File: src/rtl/instr_fetch_unit.sv
// Instruction fetch unit: PC ownership, credit-limited in-order fetch, prefetch FIFO and redirect flush.
// Optional performance counters are built when FETCH_PERF_CNT_EN is defined.
module instr_fetch_unit #(
    parameter logic [31:0] RESET_PC   = 32'h0000_0000,
    parameter int          FIFO_DEPTH = 4
) (
    input  logic        clk,
    input  logic        reset,
    output logic        imem_req_valid,
    output logic [31:0] imem_req_addr,
    input  logic        imem_req_ready,
    input  logic        imem_rsp_valid,
    input  logic [31:0] imem_rsp_data,
    input  logic        redirect_valid,
    input  logic [31:0] redirect_pc,
    output logic        inst_valid,
    output logic [31:0] inst_data,
    output logic [31:0] inst_pc,
`ifdef FETCH_PERF_CNT_EN
    output logic [31:0] perf_fetched,
    output logic [31:0] perf_flushed,
`endif
    input  logic        inst_ready
);

    localparam int PTR_W = $clog2(FIFO_DEPTH);
    localparam int CNT_W = PTR_W + 1;
    localparam logic [CNT_W:0] DEPTH_L = (CNT_W + 1)'(FIFO_DEPTH);

    typedef enum logic [1:0] {S_IDLE, S_RUN, S_FLUSH} state_t;

    state_t             state_q, state_d;
    logic [31:0]        fetch_pc_q, fetch_pc_d;
    logic [CNT_W-1:0]   out_q, out_d;
    logic [CNT_W-1:0]   drop_q, drop_d;
    logic [CNT_W-1:0]   cnt_q, cnt_d;
    logic [PTR_W-1:0]   wr_ptr_q, wr_ptr_d, rd_ptr_q, rd_ptr_d;
    logic [PTR_W-1:0]   pq_wr_q, pq_wr_d, pq_rd_q, pq_rd_d;

    logic [31:0]        data_mem [FIFO_DEPTH];
    logic [31:0]        pc_mem   [FIFO_DEPTH];
    logic [31:0]        rpc_mem  [FIFO_DEPTH];

    logic               req_fire, rsp_fire, rsp_drop, push, pop;
    logic [CNT_W:0]     credit_used;

    assign credit_used    = {1'b0, cnt_q} + {1'b0, out_q};
    // Request valid is a function of registered state only.
    assign imem_req_valid = (state_q == S_RUN) && (credit_used < DEPTH_L);
    assign imem_req_addr  = fetch_pc_q;

    assign inst_valid = (cnt_q != '0);
    assign inst_data  = inst_valid ? data_mem[rd_ptr_q] : 32'h0;
    assign inst_pc    = inst_valid ? pc_mem[rd_ptr_q]   : 32'h0;

    assign req_fire = imem_req_valid && imem_req_ready;
    assign rsp_fire = imem_rsp_valid && (out_q != '0);
    assign rsp_drop = rsp_fire && ((drop_q != '0) || redirect_valid);
    assign push     = rsp_fire && !rsp_drop;
    assign pop      = inst_valid && inst_ready && !redirect_valid;

    always_comb begin
        out_d      = out_q + {{(CNT_W-1){1'b0}}, req_fire} - {{(CNT_W-1){1'b0}}, rsp_fire};
        drop_d     = drop_q;
        fetch_pc_d = fetch_pc_q;
        pq_wr_d    = pq_wr_q + {{(PTR_W-1){1'b0}}, req_fire};
        pq_rd_d    = pq_rd_q + {{(PTR_W-1){1'b0}}, rsp_fire};
        wr_ptr_d   = wr_ptr_q + {{(PTR_W-1){1'b0}}, push};
        rd_ptr_d   = rd_ptr_q + {{(PTR_W-1){1'b0}}, pop};
        cnt_d      = cnt_q + {{(CNT_W-1){1'b0}}, push} - {{(CNT_W-1){1'b0}}, pop};

        if (req_fire) begin
            fetch_pc_d = fetch_pc_q + 32'd4;
        end
        if (rsp_fire && (drop_q != '0)) begin
            drop_d = drop_q - 1'b1;
        end
        // Everything still in flight after this cycle's updates becomes stale.
        if (redirect_valid) begin
            drop_d     = out_d;
            fetch_pc_d = redirect_pc & 32'hFFFF_FFFC;
            rd_ptr_d   = wr_ptr_q;
            wr_ptr_d   = wr_ptr_q;
            cnt_d      = '0;
        end
    end

    always_comb begin
        state_d = state_q;
        case (state_q)
            S_IDLE:  state_d = S_RUN;
            S_RUN:   if (redirect_valid && (drop_d != '0)) state_d = S_FLUSH;
            S_FLUSH: if (drop_d == '0) state_d = S_RUN;
            default: state_d = S_IDLE;
        endcase
    end

    always_ff @(posedge clk) begin
        if (reset) begin
            state_q    <= S_IDLE;
            fetch_pc_q <= RESET_PC;
            out_q      <= '0;
            drop_q     <= '0;
            cnt_q      <= '0;
            wr_ptr_q   <= '0;
            rd_ptr_q   <= '0;
            pq_wr_q    <= '0;
            pq_rd_q    <= '0;
        end else begin
            state_q    <= state_d;
            fetch_pc_q <= fetch_pc_d;
            out_q      <= out_d;
            drop_q     <= drop_d;
            cnt_q      <= cnt_d;
            wr_ptr_q   <= wr_ptr_d;
            rd_ptr_q   <= rd_ptr_d;
            pq_wr_q    <= pq_wr_d;
            pq_rd_q    <= pq_rd_d;
        end
    end

    // Storage arrays carry data only; validity is tracked by the reset counters above.
    always_ff @(posedge clk) begin
        if (req_fire) begin
            rpc_mem[pq_wr_q] <= fetch_pc_q;
        end
        if (push) begin
            data_mem[wr_ptr_q] <= imem_rsp_data;
            pc_mem[wr_ptr_q]   <= rpc_mem[pq_rd_q];
        end
    end

`ifdef FETCH_PERF_CNT_EN
    logic [31:0] perf_fetched_q, perf_flushed_q;

    always_ff @(posedge clk) begin
        if (reset) begin
            perf_fetched_q <= 32'h0;
            perf_flushed_q <= 32'h0;
        end else begin
            perf_fetched_q <= perf_fetched_q + {31'h0, push};
            perf_flushed_q <= perf_flushed_q + {31'h0, rsp_drop}
                              + (redirect_valid ? 32'(cnt_q) : 32'h0);
        end
    end

    assign perf_fetched = perf_fetched_q;
    assign perf_flushed = perf_flushed_q;
`endif

endmodule

File: config.mk
export PLATFORM = sky130hd
export DESIGN_NAME = instr_fetch_unit
export DESIGN_NICKNAME = d
export VERILOG_FILES = /design/src/rtl/instr_fetch_unit.sv
export SDC_FILE = /design/constraint.sdc
export NUM_CORES = 1
export LEC_CHECK = 0
export CORE_ASPECT_RATIO = 1.2
export CORE_UTILIZATION = 40
export DETAILED_ROUTE_END_ITERATION = 10
export PLACE_DENSITY = 0.63
export SLEW_MARGIN = 10
export SYNTH_ARGS = -nofsm -noshare
export SYNTH_HDL_FRONTEND = slang
export SYNTH_SLANG_ARGS = --single-unit
File: constraint.sdc
create_clock -name clk -period 9.2 [get_ports clk]
set_input_delay 2.3 -clock clk [delete_from_list [all_inputs] [get_ports clk]]
set_output_delay 2.3 -clock clk [all_outputs]
set_load 0.03 [all_outputs]
# Word level (Yosys, flattened, before mapping)
# Memories as Yosys holds them, arrays and structs flattened. A register that Yosys moved wholly into a read port is not among the register bits.
# Index checks and enable logic that the tools add are counted.
# Widths: inputs -> output; s select.
# totals
register_bits	51
ram_bits	384
in_bits	70
out_inout_bits	98
memories	3
# memory_table
memory	words	width	read_ports	rd_ports_with_merged_regs	wr	line_no	rtl
data_mem	4	32	1	1	1	40	logic [31:0] data_mem [FIFO_DEPTH];
pc_mem	4	32	1	1	1	41	logic [31:0] pc_mem [FIFO_DEPTH];
rpc_mem	4	32	1	1	1	42	logic [31:0] rpc_mem [FIFO_DEPTH];
# classes
add_sub_neg	11
magnitude_cmp	1
n_eq_ne	4
n_mux	17
n_reduce_logical	21
# op_table
operator	count
$mux 32	4
$add 32x3->32 const B	1
$mux 2	6
$reduce_bool 3->1	4
$logic_and 1x1->1	9
$add 2x1->2	4
$add 3x1->3	2
$mux 3	2
$pmux 2 s3	1
$sub 3x1->3	2
$add 3x3->4	1
$lt 4x3->1 const B	1
$mux 1	4
$logic_not 3->1	1
$sub 3x1->3 const B	1
$eq 2x1->1 const B	1
$eq 2x2->1 const B	1
$logic_not 1->1	2
$logic_not 2->1	1
$ne 2x1->1 const B	1
$ne 2x2->1 const B	1
$reduce_and 2->1	1
$reduce_bool 2->1	1
$reduce_or 2->1	1
$logic_or 1x1->1	1

# Depth between registers and ports, before layout
# logic_depth
depth_word	11
depth_mapped	13
ltp_nobuf	13

# Least setup slack after synthesis
# OpenSTA, ideal clock, no wires.
# synth_path
path_type	input-to-reg
start	in imem_rsp_valid
end	mem data_mem[2][0] (enable)
setup_ns	0.571
t_arrival_ns	7.347
required_time_ns	8.629
path_slack_ns	1.281
cell_stages	3
n_path_buf	0
path_cell_list	o31ai_1 or3_1 nor3b_1
# synth_via
elab_chain_cells	6
# synth_rtl
element	line_no	rtl
from (decl)	12	input logic imem_rsp_valid,
$logic_and 1x1->1 (*)	57	assign rsp_fire = imem_rsp_valid && (out_q != '0);
$logic_and 1x1->1	58	assign rsp_drop = rsp_fire && ((drop_q != '0) || redirect_valid);
$logic_not 1->1	59	assign push = rsp_fire && !rsp_drop;
$logic_and 1x1->1 (*)	59	
$mux 1 (*)	127	if (push) begin
$mux 1 (not written as such) (*)	128	data_mem[wr_ptr_q] <= imem_rsp_data;
to (decl)	40	
# Mark *: on every way between the ends. The rest lies on a longest branch, timed or not.

==> key figures <==
Routing
  • Via Count: 8,358
  • Vias per cell: 5.21
  • Routed Antenna Nets: 0
  • DRT iter0 DRCs: approximately 530
  • First-pass iteration count of the detailed router: 4
  • Remaining DRCs: 0
  • Final WL: 32,300 um
  • WL per Instance: 20.1 um

Yosys
  • Main synth FF type: edfxtp_1
  • Mux share of post-synthesis cell area: 0.127
  • Post-synthesis sequential area ratio: 0.735
  • Async S/R FF share, synth: 0
  • Synthesis warning total: 0
  • Post-synth cell types: 44
  • Adder-Cell Fraction of Synth Area: 0.0124
  • FF+latch count, synth: ~420
  • Number of enable flip-flop cells after synthesis: 368
  • Synth Area in Simple Gates: 0.0704
  • Largest family of logic cells by synthesized area: multiplexers
  • Mean Syn Cell Area: 18.9 um^2
  • Synth Area in XOR/XNOR: 0.0150
  • Synth Area in Compound Gates: 0.0232
  • Mapped Cells: roughly 870
  • Syn Std Cell Area: 0.0164 mm^2

Clocking
  • CTS root buf: clkbuf_16
  • Clock edge transition at the registers on the reported setup and hold paths: 60 ps
  • Clk buf depth: 3
  • H-tree Lvls: 2
  • Total CTS buffers: 41
  • # hold bufs at CTS: 0
  • Cts repair resizes: 0
  • CTS tree: done
  • Post-CTS Setup Repair Bufs: 0
  • Clock Latency Late Sink: 540 ps
  • Clock sink count: 417

Global routing
  • Global-route wire length before repair: 50,500 um
  • Initial antenna violation count: 0
  • GR Overflow Total: 0
  • Vias in the first global route: ~8.6k
  • Total GRT Usage: 0.157
  • Largest net degree at the start of global routing: 65

Power and ir drop
  • Max IR drop VDD: around 130 uV
  • Leak pwr: 6.26 nW
  • Pwr/cell area: 226 mW/mm^2
  • Pwr Total: 4.49 mW

Floorplan
  • Rows: 80
  • Core area: 0.0400 mm^2
  • Die Y: 224 um
  • Die footprint: 0.0417 mm^2
  • Initial Utilization: 0.409
  • Die Wd: 187 um
  • IO Pins: 168

Layout
  • FF+latch area: 0.0120 mm^2
  • Area added between synthesis and finish: 21.4%
  • Final nets: between 1k and 1.5k
  • Final Non-Filler Cells: 1,603
  • Layout cells sized above 1: 0.170
  • Multi-input logic area: 0.00411 mm^2
  • Final core occ: 0.496
  • Antenna diode count: 0
  • Fillers: 3,331

Setup path
  • CP required: 6900 ps
  • Crit path kind: flip-flop to output pin
  • CP max-delay cell: buf_4
  • Worst Setup End Kind: output pin
  • Critical path origin: rd_ptr_q[0]$_SDFF_PP0_
  • Reg2Reg Setup Slack: 5880 ps
  • CP delay by family, top: buffers and inverters
  • Critical path endpoint: inst_pc[19]
  • FF-to-FF Start: cnt_q[2]$_SDFF_PP0_
  • Critical path fanouts, max: 43
  • WP buf/inv: 2
  • CP startpoint kind: flip-flop
  • Number of stages on the worst setup path: 4
  • Critical-path cell list: buf_4, mux4_2, nor2b_1, clkdlybuf4s50_1
  • Reg2Reg Depth: 13
  • Worst Path Arrival: 3360 ps
  • Critical path's largest stage delay: 780 ps
  • Reg-to-Reg End: state_q[0]$_SDFFE_PP0P_

Timing
  • Worst setup margin: 3540 ps
  • Max frequency: 0.177 GHz
  • Unrepaired setup endpoints after global routing: false
  • Final Cycle Share: 0.616
  • Final hold violations: 0
  • Slew margin rel.: 0.292
  • Crit path time final: 5660 ps
  • Final Slew Violations: 0
  • Setup TNS: 0 ps
  • Worst Skew: 20.6 ps
  • Slew @ Worst Pin: 1060 ps
  • Final Setup Violations: 0

Hold path
  • Hold crit path type: flip-flop to flip-flop

Placed design
  • # port buffers: around 160
  • DP Wirelength: 17,800 um
  • Pre-CTS setup slack: 3920 ps
  • Number of cells after detailed placement: 1,528
  • GPL Wtd Cong: 0.745

Run status
  • Status: complete, no violations

Run
  • Max-Cap Viols: 0
[layout by cell type, fill, tap and decap left out, drive strengths merged, types with 3 or more instances in the layout]
cell type / count
edfxtp: 368
clkdlybuf4s50: 161
mux4: 92
nor2b: 66
clkbuf: 60
dfxtp: 49
nor2: 44
nand4: 20
xor2: 19
a211oi: 19
inv: 17
nand2: 16
ha: 13
clkinv: 12
nand3: 11
buf: 11
a311oi: 10
or3: 9
xnor2: 9
o21ai: 9
and3: 9
nor3: 7
a21oi: 6
conb: 4
and4: 3
and2: 3
o31ai: 3
nor3b: 3
[sequential cells by signal, summed over array words and instances, names as in the netlist]
name,cells
pq_wr_q,2
wr_ptr_q,2
pc_mem,120
pq_rd_q,2
imem_req_addr,30
rpc_mem,120
cnt_q,3
out_q,3
data_mem,128
state_q,2
drop_q,3
rd_ptr_q,2
[where the power goes]
part           switching (mW)  internal [mW]
sequential             0.0669           2.22
clock                   0.677          0.930
combinational           0.324          0.274
total                    1.07           3.43
[through the flow]
stage	hold WS (ps)	cell area (um^2)
3_3_place_gp	491	18600
2_1_floorplan	473	16400
3_5_place_dp	499	18600
4_1_cts	505	19900
5_1_grt	535	19900
6_report	507	19900
[cell type report]
type | instances | area share
multi-input cells | 389 | 0.207
well taps | 533 | 0.0336
clock buffers | 60 | 0.0583
repair buffers | 172 | 0.0853
clock inverters | 15 | 0.00649
flip-flops and latches | 417 | 0.606
inverters | 17 | 0.00346
[cells in the mapped netlist (2+ instances only)]
cell type	count	area, um^2
a31oi_1	2	12.5
or3_1	9	56.3
and4_1	3	26.3
o31ai_1	2	15.0
nand3_1	11	55.1
nand4_1	16	100
nor3_1	7	35.0
nor2b_1	66	413
a21oi_1	6	30.0
buf_2	12	60.1
nand2_1	16	60.1
edfxtp_1	368	11100
buf_1	5	18.8
nand2b_1	2	12.5
a211oi_1	19	143
mux4_2	92	2070
nand4_2	2	25.0
and3_1	9	56.3
ha_1	13	163
xor2_1	19	166
fa_1	2	40.0
nor3b_1	3	22.5
clkbuf_1	26	97.6
a311oi_1	10	87.6
inv_1	16	60.1
dfxtp_1	49	981
nor2_1	43	161
nand4_4	2	42.5
and2_1	3	18.8
xnor2_1	9	78.8
buf_4	4	30.0
o21ai_0	9	45.0
[routing by layer]
layer | track usage | part of all wire | vias to the layer above
li1 | - | - | 3795
met1 | 0.215 | 0.45 | 4332
met2 | 0.260 | 0.49 | 187
met3 | 0.0265 | 0.039 | 44
met4 | 0.0479 | 0.020 | 0
met5 | 0 | 0 | -
[how the worst min path moves through the flow]
stage	slack, ps	from	cells past startpoint	endpoint
3_3_place_gp	490	state_q[1]$_SDFFE_PP0P_	1	state_q[0]$_SDFFE_PP0P_
2_1_floorplan	470	state_q[1]$_SDFFE_PP0P_	1	state_q[0]$_SDFFE_PP0P_
5_1_grt	530	state_q[1]$_SDFFE_PP0P_	1	state_q[0]$_SDFFE_PP0P_
3_5_place_dp	500	state_q[1]$_SDFFE_PP0P_	1	state_q[0]$_SDFFE_PP0P_
6_report	510	state_q[1]$_SDFFE_PP0P_	1	state_q[0]$_SDFFE_PP0P_
4_1_cts	510	state_q[1]$_SDFFE_PP0P_	1	state_q[0]$_SDFFE_PP0P_
[cell families (layout without fill, tap and decap cells)]
| family | after synthesis | after routing |
|---|---|---|
| XOR/XNOR | 28 | 28 |
| buffers and inverters | 64 | 264 |
| adder cells (fa/ha/maj) | 15 | 15 |
| flip-flops | 417 | 417 |
| AO/OA/AOI/OAI | 53 | 53 |
| multiplexers | 92 | 92 |
| other | 1 | 4 |
| AND/OR/NAND/NOR | 197 | 197 |
Note: power is estimated with default switching activity, not from simulation.
